`src/rtl/if_id_buffer.sv`:
```
// if_id_buffer: fetch-to-decode decoupling FIFO carrying {pc, instr} pairs.
// Optional zero-latency bypass when empty: define IFID_BYPASS_EN.
module if_id_buffer #(
    parameter int DATA_W = 32,
    parameter int DEPTH  = 2,
    parameter int CNT_W  = $clog2(DEPTH) + 1
) (
    input  logic              clk,
    input  logic              rst,
    input  logic              flush,
    input  logic              in_valid,
    output logic              in_ready,
    input  logic [DATA_W-1:0] in_pc,
    input  logic [DATA_W-1:0] in_instr,
    output logic              out_valid,
    input  logic              out_ready,
    output logic [DATA_W-1:0] out_pc,
    output logic [DATA_W-1:0] out_pc4,
    output logic [DATA_W-1:0] out_instr,
    output logic [CNT_W-1:0]  count
);

    localparam int PTR_W = (DEPTH > 1) ? $clog2(DEPTH) : 1;

    logic [DATA_W-1:0] pc_mem_q    [DEPTH];
    logic [DATA_W-1:0] instr_mem_q [DEPTH];

    logic [PTR_W-1:0] rd_ptr_q, rd_ptr_d;
    logic [PTR_W-1:0] wr_ptr_q, wr_ptr_d;
    logic [CNT_W-1:0] count_q, count_d;

    logic              empty;
    logic              byp;
    logic              byp_take;
    logic              push;
    logic              pop;
    logic [DATA_W-1:0] head_pc;
    logic [DATA_W-1:0] head_instr;

    assign empty = (count_q == '0);

`ifdef IFID_BYPASS_EN
    // An empty buffer forwards the fetch slot straight to decode.
    assign byp = rst & empty & in_valid & ~flush;
`else
    assign byp = 1'b0;
`endif

    assign in_ready  = rst & (count_q < CNT_W'(DEPTH));
    assign out_valid = ~empty | byp;
    assign count     = count_q;

    // A bypassed entry that decode takes is never written.
    assign byp_take = byp & out_ready;
    assign push     = in_valid & in_ready & ~flush & ~byp_take;
    assign pop      = out_valid & out_ready & ~flush & ~byp_take;

    assign head_pc    = byp ? in_pc    : pc_mem_q[rd_ptr_q];
    assign head_instr = byp ? in_instr : instr_mem_q[rd_ptr_q];

    // Empty slots read as a NOP bubble at pc 0.
    always_comb begin
        out_pc    = '0;
        out_instr = '0;
        if (out_valid) begin
            out_pc    = head_pc;
            out_instr = head_instr;
        end
        out_pc4 = out_pc + DATA_W'(4);
    end

    // Pointer and occupancy update; flush wins over push and pop.
    always_comb begin
        rd_ptr_d = rd_ptr_q;
        wr_ptr_d = wr_ptr_q;
        count_d  = count_q;
        if (flush) begin
            rd_ptr_d = '0;
            wr_ptr_d = '0;
            count_d  = '0;
        end else begin
            if (push) wr_ptr_d = wr_ptr_q + PTR_W'(1);
            if (pop)  rd_ptr_d = rd_ptr_q + PTR_W'(1);
            count_d = count_q + CNT_W'(push) - CNT_W'(pop);
        end
    end

    // Control state register, cleared asynchronously.
    always_ff @(posedge clk or negedge rst) begin
        if (!rst) begin
            rd_ptr_q <= '0;
            wr_ptr_q <= '0;
            count_q  <= '0;
        end else begin
            rd_ptr_q <= rd_ptr_d;
            wr_ptr_q <= wr_ptr_d;
            count_q  <= count_d;
        end
    end

    // Entry storage; contents are meaningless until counted, so no reset.
    always_ff @(posedge clk) begin
        if (push) begin
            pc_mem_q[wr_ptr_q]    <= in_pc;
            instr_mem_q[wr_ptr_q] <= in_instr;
        end
    end

endmodule
```
`config.mk`:
```
export PLATFORM = sky130hd
export DESIGN_NAME = if_id_buffer
export DESIGN_NICKNAME = d
export VERILOG_FILES = /design/src/rtl/if_id_buffer.sv
export SDC_FILE = /design/constraint.sdc
export NUM_CORES = 1
export LEC_CHECK = 0
export ABC_AREA = 1
export BUFFER_PORTS_ARGS = -buffer_cell sky130_fd_sc_hd__clkbuf_2
export CAP_MARGIN = 15
export CORE_ASPECT_RATIO = 0.7
export CORE_MARGIN = 5
export CORE_UTILIZATION = 56
export DETAILED_ROUTE_END_ITERATION = 8
export PLACE_DENSITY = 0.95
export REMOVE_ABC_BUFFERS = 1
export SLEW_MARGIN = 20
export SYNTH_ARGS = -nofsm -noshare
export SYNTH_HDL_FRONTEND = slang
export SYNTH_SLANG_ARGS = --single-unit
```
`constraint.sdc`:
```
create_clock -name clk -period 6.4 [get_ports clk]
set_clock_uncertainty 0.05 [all_clocks]
set_input_delay 1.28 -clock clk [delete_from_list [all_inputs] [get_ports clk]]
set_output_delay 1.28 -clock clk [all_outputs]
set_load 0.01 [all_outputs]
```
==> impl_metrics.tcl, run 1 <==
set metrics [dict create \
    synth_edf_count 128 \
    drive_above_1_share_pct 28.9 \
    route.detailed.drc 0 \
    synth_top_cell_area_share_pct 63.2 \
    multi_input_area_sq_um 1820 \
    hpwl_mm 10.3 \
    antenna_cells 0 \
    hold_path_depth 1 \
    slew_viol_final 0 \
    cts.path.max_buffers 2 \
    arrival_ps 3490 \
    setup_viol 0 \
    hold_start "wr_ptr_q$_DFFE_PN0P_" \
    synth-seq-area-share_pct 64.9 \
    run_status "complete, no violations" \
    cts_tree "built" \
    core_area_sq_um 10500 \
    nets 849 \
    swShare_pct 26.5 \
    p_seq_share_pct 42.4 \
    grt_pass1_wl_mm 23.4 \
    tns_ps 0 \
    reg2reg_from "count[1]$_DFF_PN0_" \
    grt_max_degree 66 \
    p_per_area_nw_per_um2 304 \
    crit_slowest_cell "inv_2" \
    synthTopCellsByArea "edfxtp_1, nand2_1, nor2_1" \
    synthTopCellsByCount "nand2_1, edfxtp_1, nor2_1, inv_1, nand3_1" \
    net-switching-power_uw 614 \
    post-route-util_pct 72.7 \
    max_stage_delay_ps 560 \
    cts_setup_buffers 0 \
    grt.total_usage_pct 22.9 \
    numPortBuffers 168 \
    critical_path_required_ps 5070 \
    hold_class "flop to flop" \
    antenna_left 0 \
    num-fill-cells 711 \
    dr.pass1.iters 7 \
    synth-async-reset-ratio_pct 3.03 \
    cp-start-kind "flop" \
    path_common_cell "nor2_1" \
    path_buf_inv 5 \
    intPower_mw 1.70 \
    areaGrowthSynthToFinish_pct 25.1 \
    hold_viol 0 \
    start_util_pct 58.1 \
    critPathTopFamily "buffers and inverters" \
    fin_crit_sh_pct 75.2 \
    row_count 31 \
    rsz0062_at_grt "false" \
    cts_inserted_buffers 17 \
    synth-seq-cells 132 \
    drt-total-wl_mm 14.8 \
    p_clk_share_pct 42.3 \
    maxCapViolCount 0 \
    p_leak_nw 3.42 \
    fin_total_pwr_mw 2.32 \
    cp-end-kind "output pin" \
    globalplace.congestion 0.915 \
    fmax_mhz 208 \
    seqCellArea_sq_um 3950 \
    tightestPinTransition_ps 918 \
    power_frac_comb_pct 15.3 \
    clkLatencyLatePin_ps 410 \
    ff2ff_setup_slack_ps 3690 \
    clk_pin_slew_ps 60 \
    io_pins 169 \
    cts_hold_buf 0 \
    post_drt_wl_per_cell_um 16.1 \
    root_buffer "clkbuf_16" \
    synth_warnings 0 \
    overflow 0 \
    die_h_um 97.2 \
    clkSinkCount 132 \
    vdd_drop_max_uv 266 \
    syn_inst 609 \
    yosys_most_used_dff "edfxtp_1" \
    netlist.top_cell.by_area "edfxtp_1" \
    synth_cell_types 24 \
    drt_iter0_drc 526 \
    slew_headroom_pct 38.7 \
    grt_pass1_vias 4654 \
    syn_area_sq_um 6080 \
    routed-via-count 4902 \
    worst_hold_path.endpoint "wr_ptr_q$_DFFE_PN0P_" \
    synth_area_per_cell_sq_um 9.98 \
    cts_htree_levels 4 \
    r2r-end "count[1]$_DFF_PN0_" \
    rr_worst_depth 10 \
    die_w_um 135 \
    cp_max_fo 65 \
    crit_path_cell_trace "buf_4 > inv_2 > nor2_1 > nor2_1 > nand2_1 > inv_1 > ha_1 > inv_1 > nor2_4 > nand2_2 > nor2_1 > xor2_1 > clkbuf_2" \
    dieArea_sq_um 13100 \
    crit_type "flop to output pin" \
    via_per_inst 5.32 \
    fin_crit_ps 4820 \
    path_depth 13 \
    ctsResizeCount 0 \
    yosysMostFrequentCell "nand2_1" \
    antenna_found_initial 0 \
]
==> kinds of logic (layout without fill, tap and decap cells) <==
logic type / count (synthesis) / after routing / share of synthesized area [%]
adders and majority gates: 3 / 3 / 0.617
DFF: 132 / 132 / 64.9
buffers and inverters: 70 / 250 / 5.45
and+or+nand+nor: 350 / 350 / 23.6
xor gates and xnor gates: 17 / 17 / 2.45
AOI/OAI and AO/OA: 37 / 37 / 3.07
==> layer usage <==
metal / vias up / share of wire [%] / GRT usage, %
li1: 2337 / - / -
met1: 2270 / 39 / 29.5
met2: 278 / 47 / 37.3
met3: 17 / 13 / 8.90
met4: 0 / 0.89 / 4.62
met5: - / 0 / 0
==> power groups by stage <==
stage                     Combinational (mW)  Sequential, mW  Clock (mW)
after floorplan                        0.187            1.01           0
after global placement                 0.341           0.998           0
after detailed placement               0.349           0.999           0
after CTS                              0.352           0.982       0.987
after global routing                   0.391           0.983        1.03
final                                  0.354           0.982       0.981
==> metrics by stage <==
stage,hold slack [ps],worst slack (ps),cells,cell area (sq um)
3_3_place_gp,484,2230,889,6980
4_1_cts,504,1640,920,7580
5_1_grt,534,1320,921,7610
3_5_place_dp,494,2110,889,6980
2_1_floorplan,408,1440,584,5920
6_report,504,1580,921,7610
==> registers in the layout (all words and copies together), names as in the netlist <==
name,flops
wr_ptr_q,1
instr_mem_q,64
pc_mem_q,64
rd_ptr_q,1
count,2
==> layout make-up <==
class,instances,share of cell area (%)
multi-input cells,407,23.9
well taps,132,2.17
inverters,45,2.22
flip-flops and latches,132,51.8
clock inverters,14,2.34
clock buffers,17,5.59
repair buffers,174,11.9
==> how the worst max path moves through the flow <==
stage | start | end | slack [ps]
floorplan | rst | instr_mem_q[0][0]$_DFFE_PP_ | 1440
global placement | rd_ptr_q$_DFFE_PN0P_ | out_pc4[18] | 2230
detailed placement | rd_ptr_q$_DFFE_PN0P_ | out_pc4[18] | 2110
CTS | rd_ptr_q$_DFFE_PN0P_ | out_pc4[18] | 1640
global route | rd_ptr_q$_DFFE_PN0P_ | out_pc4[18] | 1320
finish | rd_ptr_q$_DFFE_PN0P_ | out_pc4[18] | 1580
==> worst reg2reg max path: stages, from the launching register on <==
cell and delay, ps:
dfrtp_1 460, nor2_4 60, buf_4 250, inv_2 730, nand2_1 240, nor2_1 150, ha_1 240, inv_1 60
ha_1 150, xor2_1 160, nor2_1 60
==> cells in the final DEF (no fill, tap or decap), drive strengths merged <==
master,count
inv,49
edfxtp,128
xnor2,1
or2,1
nor3,1
buf,6
nand2,249
xor2,16
bufinv,3
clkinvlp,3
clkbuf,185
a21oi,35
clkinv,4
ha,3
nand3,40
o21ai,1
nor2,59
dfrtp,4
o22ai,1
Power figures use the tool's default switching activity.
==> run 2, diff against run 1 <==
- ABC_AREA: 1 -> 0
- CORE_UTILIZATION: 56 -> 47
- PLACE_DENSITY: 0.95 -> 0.86
- clock period: 6.4 -> 4.21 ns (I/O delays scaled with it)
==> run 2 against run 1 <==
  * Register-to-register slack worse by 1700 ps
  * Sequential share of layout area up 0.57 points
  * Sequential power up 54%
  * Highest routed layer is now met5
==> impl_metrics.tcl, run 2 <==
set metrics [dict create \
    layout_common_cells "clkbuf_2, edfxtp_1, nor2_1" \
    crit_slowest_cell "dfrtp_4" \
    tightestPinTransition_ps 716 \
    p_seq_share_pct 42.8 \
    fin_crit_ps 3950 \
    rsz0062_at_grt "false" \
    met1_length_mm 5.53 \
    cts_setup_buffers 0 \
    netlist.top_cell.by_area "edfxtp_1" \
    routed-via-count 3864 \
    synth_top_cell_area_share_pct 64.5 \
    fin_total_pwr_mw 3.52 \
    slew_headroom_pct 52.1 \
    cp_max_fo 27 \
    overflow 0 \
    max_stage_delay_ps 620 \
    routed-wl-met3_mm 1.02 \
    yosys_most_used_dff "edfxtp_1" \
    numPortBuffers 168 \
    synth_top_family_by_area "simple AND/OR/NAND/NOR gates" \
    cts.path.max_buffers 2 \
    antenna_found_initial 2 \
    start_util_pct 48.0 \
    final_common_cell "clkbuf_2" \
    hold_viol 0 \
    grt_max_degree 35 \
    synth-async-reset-ratio_pct 3.03 \
    crit_path_cell_trace "nand3b_4 > a211oi_4 > nand3_1 > nor4b_2 > xor2_1 > clkbuf_2" \
    synth-xor-area-share_pct 4.70 \
    p_clk_share_pct 42.4 \
    areaGrowthSynthToFinish_pct 26.3 \
    dr.pass1.iters 5 \
    maxCapViolCount 0 \
    power_frac_comb_pct 14.7 \
    fin_ws_ps 264 \
    reg2reg_from "count[1]$_DFF_PN0_" \
    rr_worst_depth 9 \
    route.detailed.drc 0 \
    hpwl_mm 9.30 \
    synth-seq-cells 132 \
    routed-wl-met2_mm 6.29 \
    post-route-util_pct 60.6 \
    synthTopCellsByCount "edfxtp_1, nor2_1, mux2i_1, xor2_1, nand3_1" \
    net-switching-power_uw 901 \
    cts_hold_buf 0 \
    fmax_mhz 253 \
    fin_cells 753 \
    root_buffer "clkbuf_16" \
    io_pins 169 \
    setup_viol 0 \
    syn_area_sq_um 5960 \
    synth-simple-area-share_pct 12.9 \
    r2r-end "count[1]$_DFF_PN0_" \
    grt.total_usage_pct 17.2 \
    top_layer_used "met5" \
    globalplace.congestion 0.775 \
    synthTopCellsByArea "edfxtp_1, mux2i_1, nor2_1" \
    critical_path_required_ps 3320 \
    hold_class "primary input to async pin" \
    synth_mux_area_share_pct 10.7 \
    post_drt_wl_per_cell_um 17.2 \
    drt-total-wl_mm 13.0 \
    antenna_cells 0 \
    arrival_ps 3050 \
    drt_iter0_drc 153 \
    cp-start-kind "flop" \
    vdd_drop_max_uv 298 \
    row_count 34 \
    syn_inst 405 \
    grt_pass1_vias 3955 \
    intPower_mw 2.62 \
    dp_worst_setup_slack_ps 723 \
    antenna_left 0 \
    placed_cells 721 \
    synth_compound_area_share_pct 1.62 \
    drive_above_1_share_pct 40.6 \
    core_area_sq_um 12400 \
    crit_type "flop to output pin" \
    synth_cell_types 41 \
    clkSinkCount 132 \
    via_per_inst 5.13 \
    synth-seq-area-share_pct 66.1 \
    swShare_pct 25.6 \
    cp-end-kind "output pin" \
    p_per_area_nw_per_um2 467 \
    slew_viol_final 0 \
    clk_pin_slew_ps 60 \
    yosysMostFrequentCell "edfxtp_1" \
    ff2ff_setup_slack_ps 2030 \
    cts_inserted_buffers 17 \
    grt_pass1_wl_mm 20.1 \
    synth_warnings 0 \
    p_leak_nw 2.97 \
    fin_crit_sh_pct 93.7 \
    ctsResizeCount 0 \
    nets 650 \
    synth_edf_count 128 \
    run_status "complete, no violations" \
    die_w_um 145 \
    clkLatencyLatePin_ps 400 \
    cts_tree "built" \
    synth_area_per_cell_sq_um 14.7 \
    cts_htree_levels 4 \
    dieArea_sq_um 15100 \
    synth_adder_area_share_pct 0.630 \
    die_h_um 104 \
]
run 2: changes by cell type after synthesis, moves of 23 or more:
cell	delta
nand2_1	-232
inv_1	-33
nor2_1	+23
mux2i_1	+61
nand3_1	-25
a21oi_1	-34
run 2: cell type report:
type	instances	area [sq um]
clock buffer	17	425
clock inverter	15	178
fill	988	4890
inverter	9	33.8
multi-input combinational	242	1840
sequential	132	3950
tap	162	203
timing repair buffer	176	901
run 2: critical path, delay by kind of cell (launching register included):
| family | cells | cell delay (ps) |
|---|---|---|
| buffers and inverters | 1 | 160 |
| xor gates and xnor gates | 1 | 210 |
| DFF | 1 | 620 |
| and+or+nand+nor | 3 | 1310 |
| AOI/OAI and AO/OA | 1 | 340 |
run 2: worst max-delay path by stage:
stage / start / to / slack [ps] / cells after the start
final: rd_ptr_q$_DFFE_PN0P_ / out_pc4[27] / 260 / 6
after global routing: rd_ptr_q$_DFFE_PN0P_ / out_pc4[31] / 120 / 6
after CTS: rd_ptr_q$_DFFE_PN0P_ / out_pc4[31] / 250 / 6
after detailed placement: rd_ptr_q$_DFFE_PN0P_ / out_pc4[31] / 720 / 6
after global placement: rd_ptr_q$_DFFE_PN0P_ / out_pc4[17] / 810 / 6
after floorplan: count[1]$_DFF_PN0_ / out_pc4[16] / -1610 / 8
run 2: logic make-up (layout without fill, tap and decap cells):
logic type,count (synthesis),in the layout
xor+xnor,32,32
simple gates,135,135
fa+ha+maj,3,3
flops,132,132
compound gates,9,9
mux,63,63
buf+inv,31,217
run 2: power by group through the flow:
stage / clock network [mW] / registers (mW) / logic [mW]
final: 1.49 / 1.51 / 0.519
after global routing: 1.58 / 1.51 / 0.567
after CTS: 1.52 / 1.51 / 0.527
after detailed placement: 0 / 1.53 / 0.525
after global placement: 0 / 1.53 / 0.516
after floorplan: 0 / 1.55 / 0.299
run 2: metrics by stage:
step	instance area [sq um]	setup TNS (ps)	hold slack [ps]
final	7530	0	195
after CTS	7530	0	182
after global placement	6930	0	615
after detailed placement	6930	0	620
after global routing	7530	0	186
after floorplan	5800	-120380	496
run 2: per-layer routing:
layer	global-route usage (%)	up-vias
li1	-	1826
met1	21.1	1878
met2	28.7	139
met3	6.30	17
met4	4.39	4
met5	0	-
==> run 3, diff against run 2 <==
- CORE_ASPECT_RATIO: 0.7 -> unset
- SETUP_SLACK_MARGIN: unset -> 0.05
==> run 3 against run 2 <==
  * Maximum frequency rose by 2.1%
  * Hold slack improved by 7.4 ps
  * First-iteration DRC count rose by 1.3%
  * Sequential share of layout area fell by 0.078 points
  * Routed wire length fell by 6.2%
  * Power fell by 0.62%
  * Sequential power barely moved
  * Cell area rose by 0.15%
  * Clock-buffer cell count rose by 1
  * Clock power barely moved
  * Largest cell class unchanged
==> impl_metrics.tcl, run 3 (synthesis results as in run 2) <==
set metrics [dict create \
    run_status "complete, no violations" \
    die_h_um 123 \
    globalplace.congestion 0.847 \
    cts_inserted_buffers 17 \
    layout_common_cells "clkbuf_2, edfxtp_1, nor2_1" \
    slew_viol_final 0 \
    grt_max_degree 37 \
    fin_crit_sh_pct 91.8 \
    clkLatencyLatePin_ps 400 \
    clkSinkCount 132 \
    cts.path.max_buffers 2 \
    numPortBuffers 168 \
    cts_tree "built" \
    use_met2_pct 28.3 \
    p_per_area_nw_per_um2 464 \
    post_drt_wl_per_cell_um 15.9 \
    rr_worst_depth 5 \
    cts_setup_buffers 0 \
    r2r-end "pc_mem_q[1][22]$_DFFE_PP_" \
    post-route-util_pct 60.3 \
    tightestPinTransition_ps 576 \
    cts_hold_buf 0 \
    hpwl_mm 8.84 \
    hold_class "primary input to async pin" \
    vdd_drop_max_uv 367 \
    die_w_um 123 \
    use_met3_pct 5.99 \
    ff2ff_setup_slack_ps 2140 \
    busiest_layer "met2" \
    crit_path_start "rd_ptr_q$_DFFE_PN0P_" \
    antenna_found_initial 3 \
    nets 651 \
    final_common_cell "clkbuf_2" \
    row_count 41 \
    cts_htree_levels 4 \
    crit_type "flop to output pin" \
    reg2reg_from "count[1]$_DFF_PN0_" \
    hold_viol 0 \
    fin_hold_ws_ps 203 \
    drt_iter0_drc 155 \
    grt_pass1_wl_mm 19.2 \
    ctsResizeCount 0 \
    overflow 0 \
    fin_area_sq_um 7540 \
    grt_util_met1_pct 19.5 \
    antenna_left 0 \
    fin_crit_ps 3860 \
    setup_viol 0 \
    routed-via-count 3813 \
    root_buffer "clkbuf_16" \
    maxCapViolCount 0 \
    antenna_cells 0 \
    io_pins 169 \
    clk_pin_slew_ps 50 \
    cp-end-kind "output pin" \
    via_per_inst 5.00 \
    p_leak_nw 2.97 \
    areaGrowthSynthToFinish_pct 26.5 \
    critical_path_required_ps 3320 \
    place_area_sq_um 6950 \
    drt-total-wl_mm 12.2 \
    route.detailed.drc 0 \
    fmax_mhz 259 \
    grt.total_usage_pct 16.7 \
    drive_above_1_share_pct 40.1 \
    dp_worst_setup_slack_ps 752 \
    slew_headroom_pct 61.5 \
    cp_max_fo 35 \
    cp-start-kind "flop" \
    fin_ws_ps 347 \
    rsz0062_at_grt "false" \
    start_util_pct 47.6 \
    dieArea_sq_um 15000 \
    grt_pass1_vias 3890 \
    dr.pass1.iters 4 \
    arrival_ps 2970 \
    core_area_sq_um 12500 \
]
run 3: changes by cell type in the layout (fill, tap and decap cells not counted):
| cell | delta |
|---|---|
| clkinv_2 | +2 |
| clkbuf_1 | +1 |
| buf_4 | +1 |
| clkinv_4 | -2 |
| clkinvlp_4 | -1 |
| inv_6 | -4 |
| bufinv_16 | +1 |
| clkinv_1 | +2 |
run 3: layer usage:
metal	wire length (um)	vias up	part of all wire, %
li1	-	1828	-
met1	4840	1826	40
met2	6180	132	51
met3	925	21	7.6
met4	187	6	1.5
met5	34	-	0.28
run 3: where the power goes:
group          internal [mW]  switching, mW
registers               1.48         0.0224
clock network          0.975          0.498
logic                  0.204          0.315
total                   2.66          0.835
run 3: cell type report:
class                           instances  area, sq um
Sequential cell                       132         3950
Tap cell                              172          215
Multi-Input combinational cell        242         1840
Fill cell                            1014         4970
Timing Repair Buffer                  177          908
Inverter                                9         33.8
Clock inverter                         13          165
Clock buffer                           18          429
run 3: worst max-delay path by stage:
stage                  end  slack, ps  depth (start not counted)
3_3_place_gp   out_pc4[26]        810                          7
5_1_grt        out_pc4[26]        110                          7
2_1_floorplan  out_pc4[16]      -1610                          8
4_1_cts        out_pc4[26]        300                          7
3_5_place_dp   out_pc4[31]        750                          7
6_report       out_pc4[28]        350                          7
run 3: critical path: stages (launching register included):
cell and delay (ps):
dfrtp_4 590, buf_4 510, mux2i_1 200, nor3_2 250, nand4_4 300, nor4_4 390
xor2_1 170, clkbuf_2 150
run 3: through the flow:
step | power (mW) | instances | setup TNS [ps]
after global routing | 3.65 | 763 | 0
final | 3.50 | 763 | 0
after global placement | 2.04 | 732 | 0
after floorplan | 1.85 | 383 | -120380
after detailed placement | 2.06 | 732 | 0
after CTS | 3.54 | 763 | 0
